<file path="config.mk">
export PLATFORM = sky130hd
export DESIGN_NAME = anubis_theta_iter
export DESIGN_NICKNAME = d
export VERILOG_FILES = /design/src/rtl/anubis_theta_iter.sv
export SDC_FILE = /design/constraint.sdc
export NUM_CORES = 1
export LEC_CHECK = 0
export CORE_ASPECT_RATIO = 1.5
export CORE_MARGIN = 3
export CORE_UTILIZATION = 54
export DETAILED_ROUTE_END_ITERATION = 16
export PLACE_DENSITY = 0.83
export SKIP_CTS_REPAIR_TIMING = 1
export SYNTH_ARGS = -nofsm -noshare
export SYNTH_HDL_FRONTEND = slang
export SYNTH_SLANG_ARGS = --single-unit
</file>
<file path="constraint.sdc">
create_clock -name clk -period 5.9 [get_ports clk]
set_input_delay 1.18 -clock clk [delete_from_list [all_inputs] [get_ports clk]]
set_output_delay 1.18 -clock clk [all_outputs]
set_load 0.02 [all_outputs]
</file>
<file path="src/rtl/anubis_theta_iter.sv">
// rtl/anubis_theta_iter.sv - iterative ANUBIS theta layer, ROWS_PER_CYCLE rows per clock
// Optional fused round-key XOR: define ANUBIS_THETA_KEYADD_EN.
module anubis_theta_iter #(
  parameter int ROWS_PER_CYCLE = 1
) (
  input  logic         clk,
  input  logic         reset_n,
  input  logic         in_valid,
  output logic         in_ready,
  input  logic [127:0] idat,
`ifdef ANUBIS_THETA_KEYADD_EN
  input  logic [127:0] key,
`endif
  output logic         out_valid,
  input  logic         out_ready,
  output logic [127:0] odat,
  output logic         busy
);

  localparam int NUM_STEPS = 4 / ROWS_PER_CYCLE;

  if (!(ROWS_PER_CYCLE == 1 || ROWS_PER_CYCLE == 2 || ROWS_PER_CYCLE == 4)) begin : g_bad_rpc
    $error("anubis_theta_iter: ROWS_PER_CYCLE must be 1, 2 or 4");
  end

  typedef enum logic [1:0] {S_IDLE, S_BUSY, S_DONE} state_t;

  state_t       state_q;
  logic [1:0]   cnt_q;
  logic [127:0] in_q;
  logic [127:0] out_q;
  logic         out_valid_q;
  logic         busy_q;
  logic [127:0] key_mix;

  // Multiply by x in GF(2^8) modulo x^8+x^4+x^3+x^2+1.
  function automatic logic [7:0] xtime(input logic [7:0] b);
    return {b[6:0], 1'b0} ^ (b[7] ? 8'h1D : 8'h00);
  endfunction

  // One row of the involutional MDS multiply with h = {01,02,04,06}.
  function automatic logic [31:0] theta_row(input logic [31:0] r);
    logic [7:0] a [4];
    logic [7:0] m2 [4];
    logic [7:0] m4 [4];
    logic [7:0] m6 [4];
    for (int c = 0; c < 4; c++) begin
      a[c]  = r[8*c +: 8];
      m2[c] = xtime(a[c]);
      m4[c] = xtime(m2[c]);
      m6[c] = m4[c] ^ m2[c];
    end
    return {a[3] ^ m2[2] ^ m4[1] ^ m6[0],
            m2[3] ^ a[2] ^ m6[1] ^ m4[0],
            m4[3] ^ m6[2] ^ a[1] ^ m2[0],
            m6[3] ^ m4[2] ^ m2[1] ^ a[0]};
  endfunction

  // Bit offset of lane r of the rows handled in step cnt.
  function automatic logic [6:0] row_lsb(input logic [1:0] cnt, input int r);
    int idx;
    idx = int'(cnt) * ROWS_PER_CYCLE + r;
    return 7'(idx * 32);
  endfunction

`ifdef ANUBIS_THETA_KEYADD_EN
  logic [127:0] key_q;
  assign key_mix = key_q;
`else
  assign key_mix = '0;
`endif

  // Ready while idle, or while the held result is being taken this cycle.
  assign in_ready  = (state_q == S_IDLE) || ((state_q == S_DONE) && out_ready);
  assign out_valid = out_valid_q;
  assign busy      = busy_q;
  assign odat      = out_q;

  // Control FSM plus row-sliced datapath; reset discards any partial block.
  always_ff @(posedge clk) begin
    if (!reset_n) begin
      state_q     <= S_IDLE;
      cnt_q       <= 2'd0;
      in_q        <= '0;
      out_q       <= '0;
      out_valid_q <= 1'b0;
      busy_q      <= 1'b0;
`ifdef ANUBIS_THETA_KEYADD_EN
      key_q       <= '0;
`endif
    end else begin
      case (state_q)
        S_IDLE: begin
          if (in_valid) begin
            in_q    <= idat;
`ifdef ANUBIS_THETA_KEYADD_EN
            key_q   <= key;
`endif
            cnt_q   <= 2'd0;
            busy_q  <= 1'b1;
            state_q <= S_BUSY;
          end
        end
        S_BUSY: begin
          for (int r = 0; r < ROWS_PER_CYCLE; r++) begin
            out_q[row_lsb(cnt_q, r) +: 32] <= theta_row(in_q[row_lsb(cnt_q, r) +: 32])
                                              ^ key_mix[row_lsb(cnt_q, r) +: 32];
          end
          cnt_q <= cnt_q + 2'd1;
          if (cnt_q == 2'(NUM_STEPS - 1)) begin
            busy_q      <= 1'b0;
            out_valid_q <= 1'b1;
            state_q     <= S_DONE;
          end
        end
        S_DONE: begin
          if (out_ready) begin
            out_valid_q <= 1'b0;
            if (in_valid) begin
              in_q    <= idat;
`ifdef ANUBIS_THETA_KEYADD_EN
              key_q   <= key;
`endif
              cnt_q   <= 2'd0;
              busy_q  <= 1'b1;
              state_q <= S_BUSY;
            end else begin
              state_q <= S_IDLE;
            end
          end
        end
        default: state_q <= S_IDLE;
      endcase
    end
  end

endmodule
</file>
==> flow_summary.yaml, run 1 <==
final_layout:
  areaGrowthSynthToFinish_pct: 30.9
  fin_nets: 1542
  fillers: 1558
  fin_cells: 1683
  seqCellArea_sq_um: 5250
  drive_gt1_frac: 0.0705
  multi_input_area_sq_um: 5730
  n_antenna_cell: 0
  final_cell_mix: "318 x nand2_1, 261 x clkdlybuf4s50_1, 260 x dfxtp_1"
  final_common_cell: "nand2_1"
power_and_ir_drop:
  power_frac_clock: 0.341
  p_sw_frac: 0.288
  p_seq_frac: 0.432
  p_int_uw: 3140
  p_leak_uw: 0.00508
  powerDensity_nw_per_um2: 298
  combPwrFrac: 0.226
  p_sw_uw: 1270
  power_uw: 4410
  ir_drop_v: 0.000237
yosys:
  syn_area_sq_um: 11300
  ys_seq_elements: 262
  synth_area_leaders: "dfxtp_1 46%, nand2_1 11%, a21boi_0 8.6%"
  syn_inst: 1193
  yosysWarnings: 0
  ys_types: 31
  syn_nets: 1331
  postSynthAreaPerCell_sq_um: 9.47
  synth_async_sr_flop_share: 0
  yosys.area.top_type: "dfxtp_1"
  synth_top_area_frac: 0.464
  ys.flop_type: "dfxtp_1"
  synth_enable_flop_cells: 0
  seq_area_frac_synth: 0.464
sta:
  layout_min_cycle_time_ns: 3.77
  setup_violations: 0
  tns_ns: 0
  relSlewSlack: 0.322
  tightest_slew_ns: 1.02
  rsz0062_at_grt: "false"
  fin_hold_ws_ns: 0.447
  skew_ns: 0.00979
  fmax_mhz: 265
  fin_crit_sh: 0.639
  slew_viol_final: 0
  timing.final.hold_violations: 0
die:
  rows: 64
  initial_core_util: 0.551
  core_area_sq_um: 20500
  die_y_um: 183
  die_area_sq_um: 22700
  io_pins: 263
  die_w_um: 124
clock_network:
  clkSinkCount: 262
  cts_root_buffer: "clkbuf_16"
  clk_pin_slew_ns: 0.06
  clk-insertion-delay-late_ns: 0.51
  cts_tree: "done"
  clockBufferDepth: 3
  cts_buffers: 24
  h-tree-depth: 1
worst_setup_path:
  critPathArrivalTime_ns: 2.59
  cp_top_family: "buffers and inverters"
  slowest_stage: "clkdlybuf4s50_1"
  crit_path_end_kind: "primary output"
  cp.required_ns: 4.72
  reg2reg_depth: 7
  worstPathMaxFanout: 5
  critPathLaunchType: "input port"
  cp.depth: 4
  critPathBufInv: 2
  cp_cell_sequence: "clkdlybuf4s50_1, nor2_1, nor2_1, clkdlybuf4s50_1"
  critical_path_class: "in -> out"
  max_stage_delay_ns: 0.60
global_route:
  gr-total-overflow: 0
  antenna_found_initial: 0
  grt_max_degree: 126
  track_usage: 0.262
  grt_pass1_vias: 9318
  grt_pass1_wl_um: 47500
routing:
  wirelength_um: 30200
  wl_per_cell_um: 17.9
  avgViaCountPerCell: 5.47
  routed-via-count: 9198
  drt.antenna.violating_nets: 0
  firstDrtPassIters: 5
  drcViolationCount: 0
  drt_iter0_drc: 542
placed_design:
  hpwl_um: 22000
  io_buffers: 262
  gp_congestion: 0.805
  dp.cells: 1642
hold_path:
  hp-class: "reg -> reg"
  whs_path_depth: 2
outcome:
  status: "finished clean"
flow_run:
  maxCapViolations: 0
-- cell type report --
type	count	share of cell area
Inverter	3	0.000762
Tap cell	264	0.0223
Clock buffer	32	0.0468
Sequential cell	262	0.355
Multi-Input combinational cell	842	0.387
Clock inverter	9	0.00499
Timing Repair Buffer	271	0.183
-- cell usage after synthesis (2+ instances only) --
library cell	n
dfxtp_1	262
mux4_2	32
xnor2_4	5
a21boi_0	130
nand2b_1	3
inv_1	3
a22oi_1	80
clkbuf_1	78
and2_1	5
nand2_1	318
o21ai_0	27
xor2_1	19
o21ai_1	20
nor4b_1	2
ha_1	6
buf_2	3
a32o_1	4
a21oi_1	5
nor2b_1	84
nor2_1	5
xnor2_2	6
buf_4	2
xnor2_1	86
-- kinds of logic after synthesis --
kind of cell / Yosys count / share of synthesized area
multiplexers: 32 / 0.0638
buffers and inverters: 89 / 0.0322
adder cells (fa/ha/maj): 6 / 0.00665
XOR/XNOR: 117 / 0.105
flip-flops: 262 / 0.464
AO/OA/AOI/OAI: 266 / 0.166
AND/OR/NAND/NOR: 421 / 0.162
-- routing by layer --
layer / up-vias / track usage / part of all wire / wire length [um]
li1: 4427 / - / - / -
met5: - / 0 / 0 / 0
met2: 321 / 0.484 / 0.53 / 16100
met3: 80 / 0.0321 / 0.048 / 1440
met4: 0 / 0.119 / 0.046 / 1380
met1: 4370 / 0.296 / 0.37 / 11300
-- through the flow --
step	setup WS [ns]	utilization	cell area, sq um
2_1_floorplan	3.22	-	11300
3_3_place_gp	2.16	0.684	14000
3_5_place_dp	2.13	0.684	14000
4_1_cts	2.12	0.721	14800
5_1_grt	2.05	0.721	14800
6_report	2.13	0.721	14800
-- state kept, by name, summed over array words and instances, names as in the netlist --
| name | count |
|---|---|
| in_q | 128 |
| odat | 128 |
| cnt_q | 2 |
| state_q | 2 |
| busy | 1 |
| out_valid | 1 |
-- worst register-to-register path: cells and delay by family (launching register included) --
kind | cells | cell delay [ns]
multiplexers | 1 | 0.70
buffers and inverters | 1 | 0.46
AO/OA/AOI/OAI | 1 | 0.17
XOR/XNOR | 4 | 1.11
flip-flops | 1 | 0.91
-- power groups by stage --
stage	Combinational, uW	Sequential (uW)	Clock (uW)
after detailed placement	995	1950	0
after global routing	1070	1920	1590
after floorplan	628	1960	0
after CTS	999	1910	1530
final	999	1910	1510
after global placement	976	1940	0
-- path summary, 6_finish.rpt --
kind              slack, ns  startpoint       end
setup / recovery       2.13   out_ready  in_ready
hold reg to reg        0.45     odat[4]   odat[4]
hold / removal         0.45     odat[4]   odat[4]
setup reg to reg       2.43    cnt_q[0]  odat[76]
Note: power is estimated with default switching activity, not from simulation.
==> run 2: changes to the inputs <==
Settings changed: CORE_UTILIZATION 54 to 50, PLACE_DENSITY 0.83 to 0.78.
Clock period 5.9 ns to 3.7 ns, I/O delays scaled along.
==> flow_summary.yaml, run 2 (same netlist as run 1, synthesis figures left out) <==
worst_setup_path:
  r2r_slack_ns: 0.48
  reg2reg_to: "odat[84]"
  critical_path_class: "reg -> reg"
  cp.depth: 7
  slowest_stage: "dfxtp_2"
  crit_path_end_kind: "flip-flop"
  critPathBufInv: 1
  setup.worst_path.start: "cnt_q[0]"
  max_stage_delay_ns: 0.80
  cp.required_ns: 4.09
  cp_top_family: "XOR/XNOR gates"
  worstPathMaxFanout: 24
  reg2reg_depth: 7
  cp_cell_sequence: "buf_12, mux4_2, xnor2_4, xnor2_1, xnor2_1, xnor2_1, o21ai_1"
  critPathLaunchType: "flip-flop"
  cp_common_cell: "xnor2_1"
  r2r-start: "cnt_q[0]"
  critPathArrivalTime_ns: 3.61
  crit_path_end: "odat[84]"
placed_design:
  io_buffers: 262
  hpwl_um: 22800
  dp.cells: 1657
  gp_congestion: 0.925
  dpl-instance-area_sq_um: 14100
  post-place-ws_ns: 0.449
sta:
  rsz0062_at_grt: "false"
  slew_viol_final: 0
  fin_crit_sh: 0.871
  tightest_slew_ns: 0.869
  relSlewSlack: 0.420
  fmax_mhz: 310
  setup_slack_ns: 0.477
  skew_ns: 0.00848
  timing.final.hold_violations: 0
  layout_min_cycle_time_ns: 3.22
  setup_violations: 0
  tns_ns: 0
die:
  die_area_sq_um: 24500
  die_y_um: 190
  io_pins: 263
  core_area_sq_um: 22000
  rows: 66
  die_w_um: 129
  initial_core_util: 0.514
routing:
  firstDrtPassIters: 7
  drcViolationCount: 0
  drt.antenna.violating_nets: 0
  wl_per_cell_um: 18.3
  avgViaCountPerCell: 5.36
  drt_iter0_drc: 702
  wirelength_um: 31000
  routed-via-count: 9093
final_layout:
  final_util: 0.678
  final_cell_mix: "318 x nand2_1, 261 x clkdlybuf4s50_1, 260 x dfxtp_1"
  final_common_cell: "nand2_1"
  multi_input_area_sq_um: 5730
  n_antenna_cell: 0
  areaGrowthSynthToFinish_pct: 31.9
  seqCellArea_sq_um: 5250
  fin_cells: 1698
  drive_gt1_frac: 0.0743
  fin_nets: 1550
  fin_area_sq_um: 14900
  fillers: 1763
power_and_ir_drop:
  p_leak_uw: 0.00512
  ir_drop_v: 0.000384
  powerDensity_nw_per_um2: 477
clock_network:
  cts_buffers: 25
  clkSinkCount: 262
  cts_root_buffer: "clkbuf_16"
  clk-insertion-delay-late_ns: 0.51
  clk_pin_slew_ns: 0.06
  h-tree-depth: 1
  clockBufferDepth: 3
  cts_tree: "done"
global_route:
  grt_max_degree: 129
  grt_pass1_vias: 9163
  gr-total-overflow: 0
  grt_pass1_wl_um: 48200
  track_usage: 0.245
  antenna_found_initial: 0
flow_run:
  maxCapViolations: 0
outcome:
  status: "finished clean"
hold_path:
  hp-class: "reg -> reg"
-- run 2: cell count changes in the layout (fill, tap and decap cells not counted), sizes merged --
cell	previous run	this run
clkinvlp	0	2
bufinv	1	2
buf	10	17
clkinv	8	5
-- run 2: worst min path at each step --
stage / endpoint / start / cells after the start
6_report: odat[100] / odat[100] / 2
5_1_grt: odat[68] / odat[68] / 2
4_1_cts: odat[100] / odat[100] / 2
3_5_place_dp: odat[100] / odat[100] / 2
3_3_place_gp: odat[2] / odat[2] / 2
2_1_floorplan: in_q[64] / in_q[64] / 2
-- run 2: worst register-to-register path: cells and delay by family (launching register included) --
| family | cells | cell delay, ns |
|---|---|---|
| mux | 1 | 0.65 |
| compound gates | 1 | 0.12 |
| buf+inv | 1 | 0.26 |
| xor+xnor | 4 | 1.28 |
| flops | 1 | 0.80 |
-- run 2: per-layer routing --
layer	wire (um)	vias up	GRT usage
met5	0	-	0
met4	1350	0	0.101
met3	1390	75	0.0281
met2	16000	299	0.440
met1	12200	4277	0.294
li1	-	4442	-
-- run 2: metrics by stage --
stage / hold WS, ns / power [uW]
final: 0.449 / 7110
after global routing: 0.477 / 7380
after CTS: 0.449 / 7150
after detailed placement: 0.441 / 4690
after global placement: 0.435 / 4660
after floorplan: 0.440 / 4120
-- run 2: power by group --
| part | internal [uW] | leakage [uW] | switching, uW |
|---|---|---|---|
| combinational | 683 | 0.00260 | 899 |
| sequential | 2950 | 0.00213 | 90.8 |
| clock | 1430 | 0.000383 | 1040 |
| total | 5070 | 0.00512 | 2030 |
-- run 2: layout make-up --
class | count | area share
sequential | 262 | 0.352
clock inverter | 9 | 0.00697
tap | 272 | 0.0228
timing repair buffer | 278 | 0.187
inverter | 3 | 0.000756
multi-input combinational | 842 | 0.384
clock buffer | 32 | 0.0458
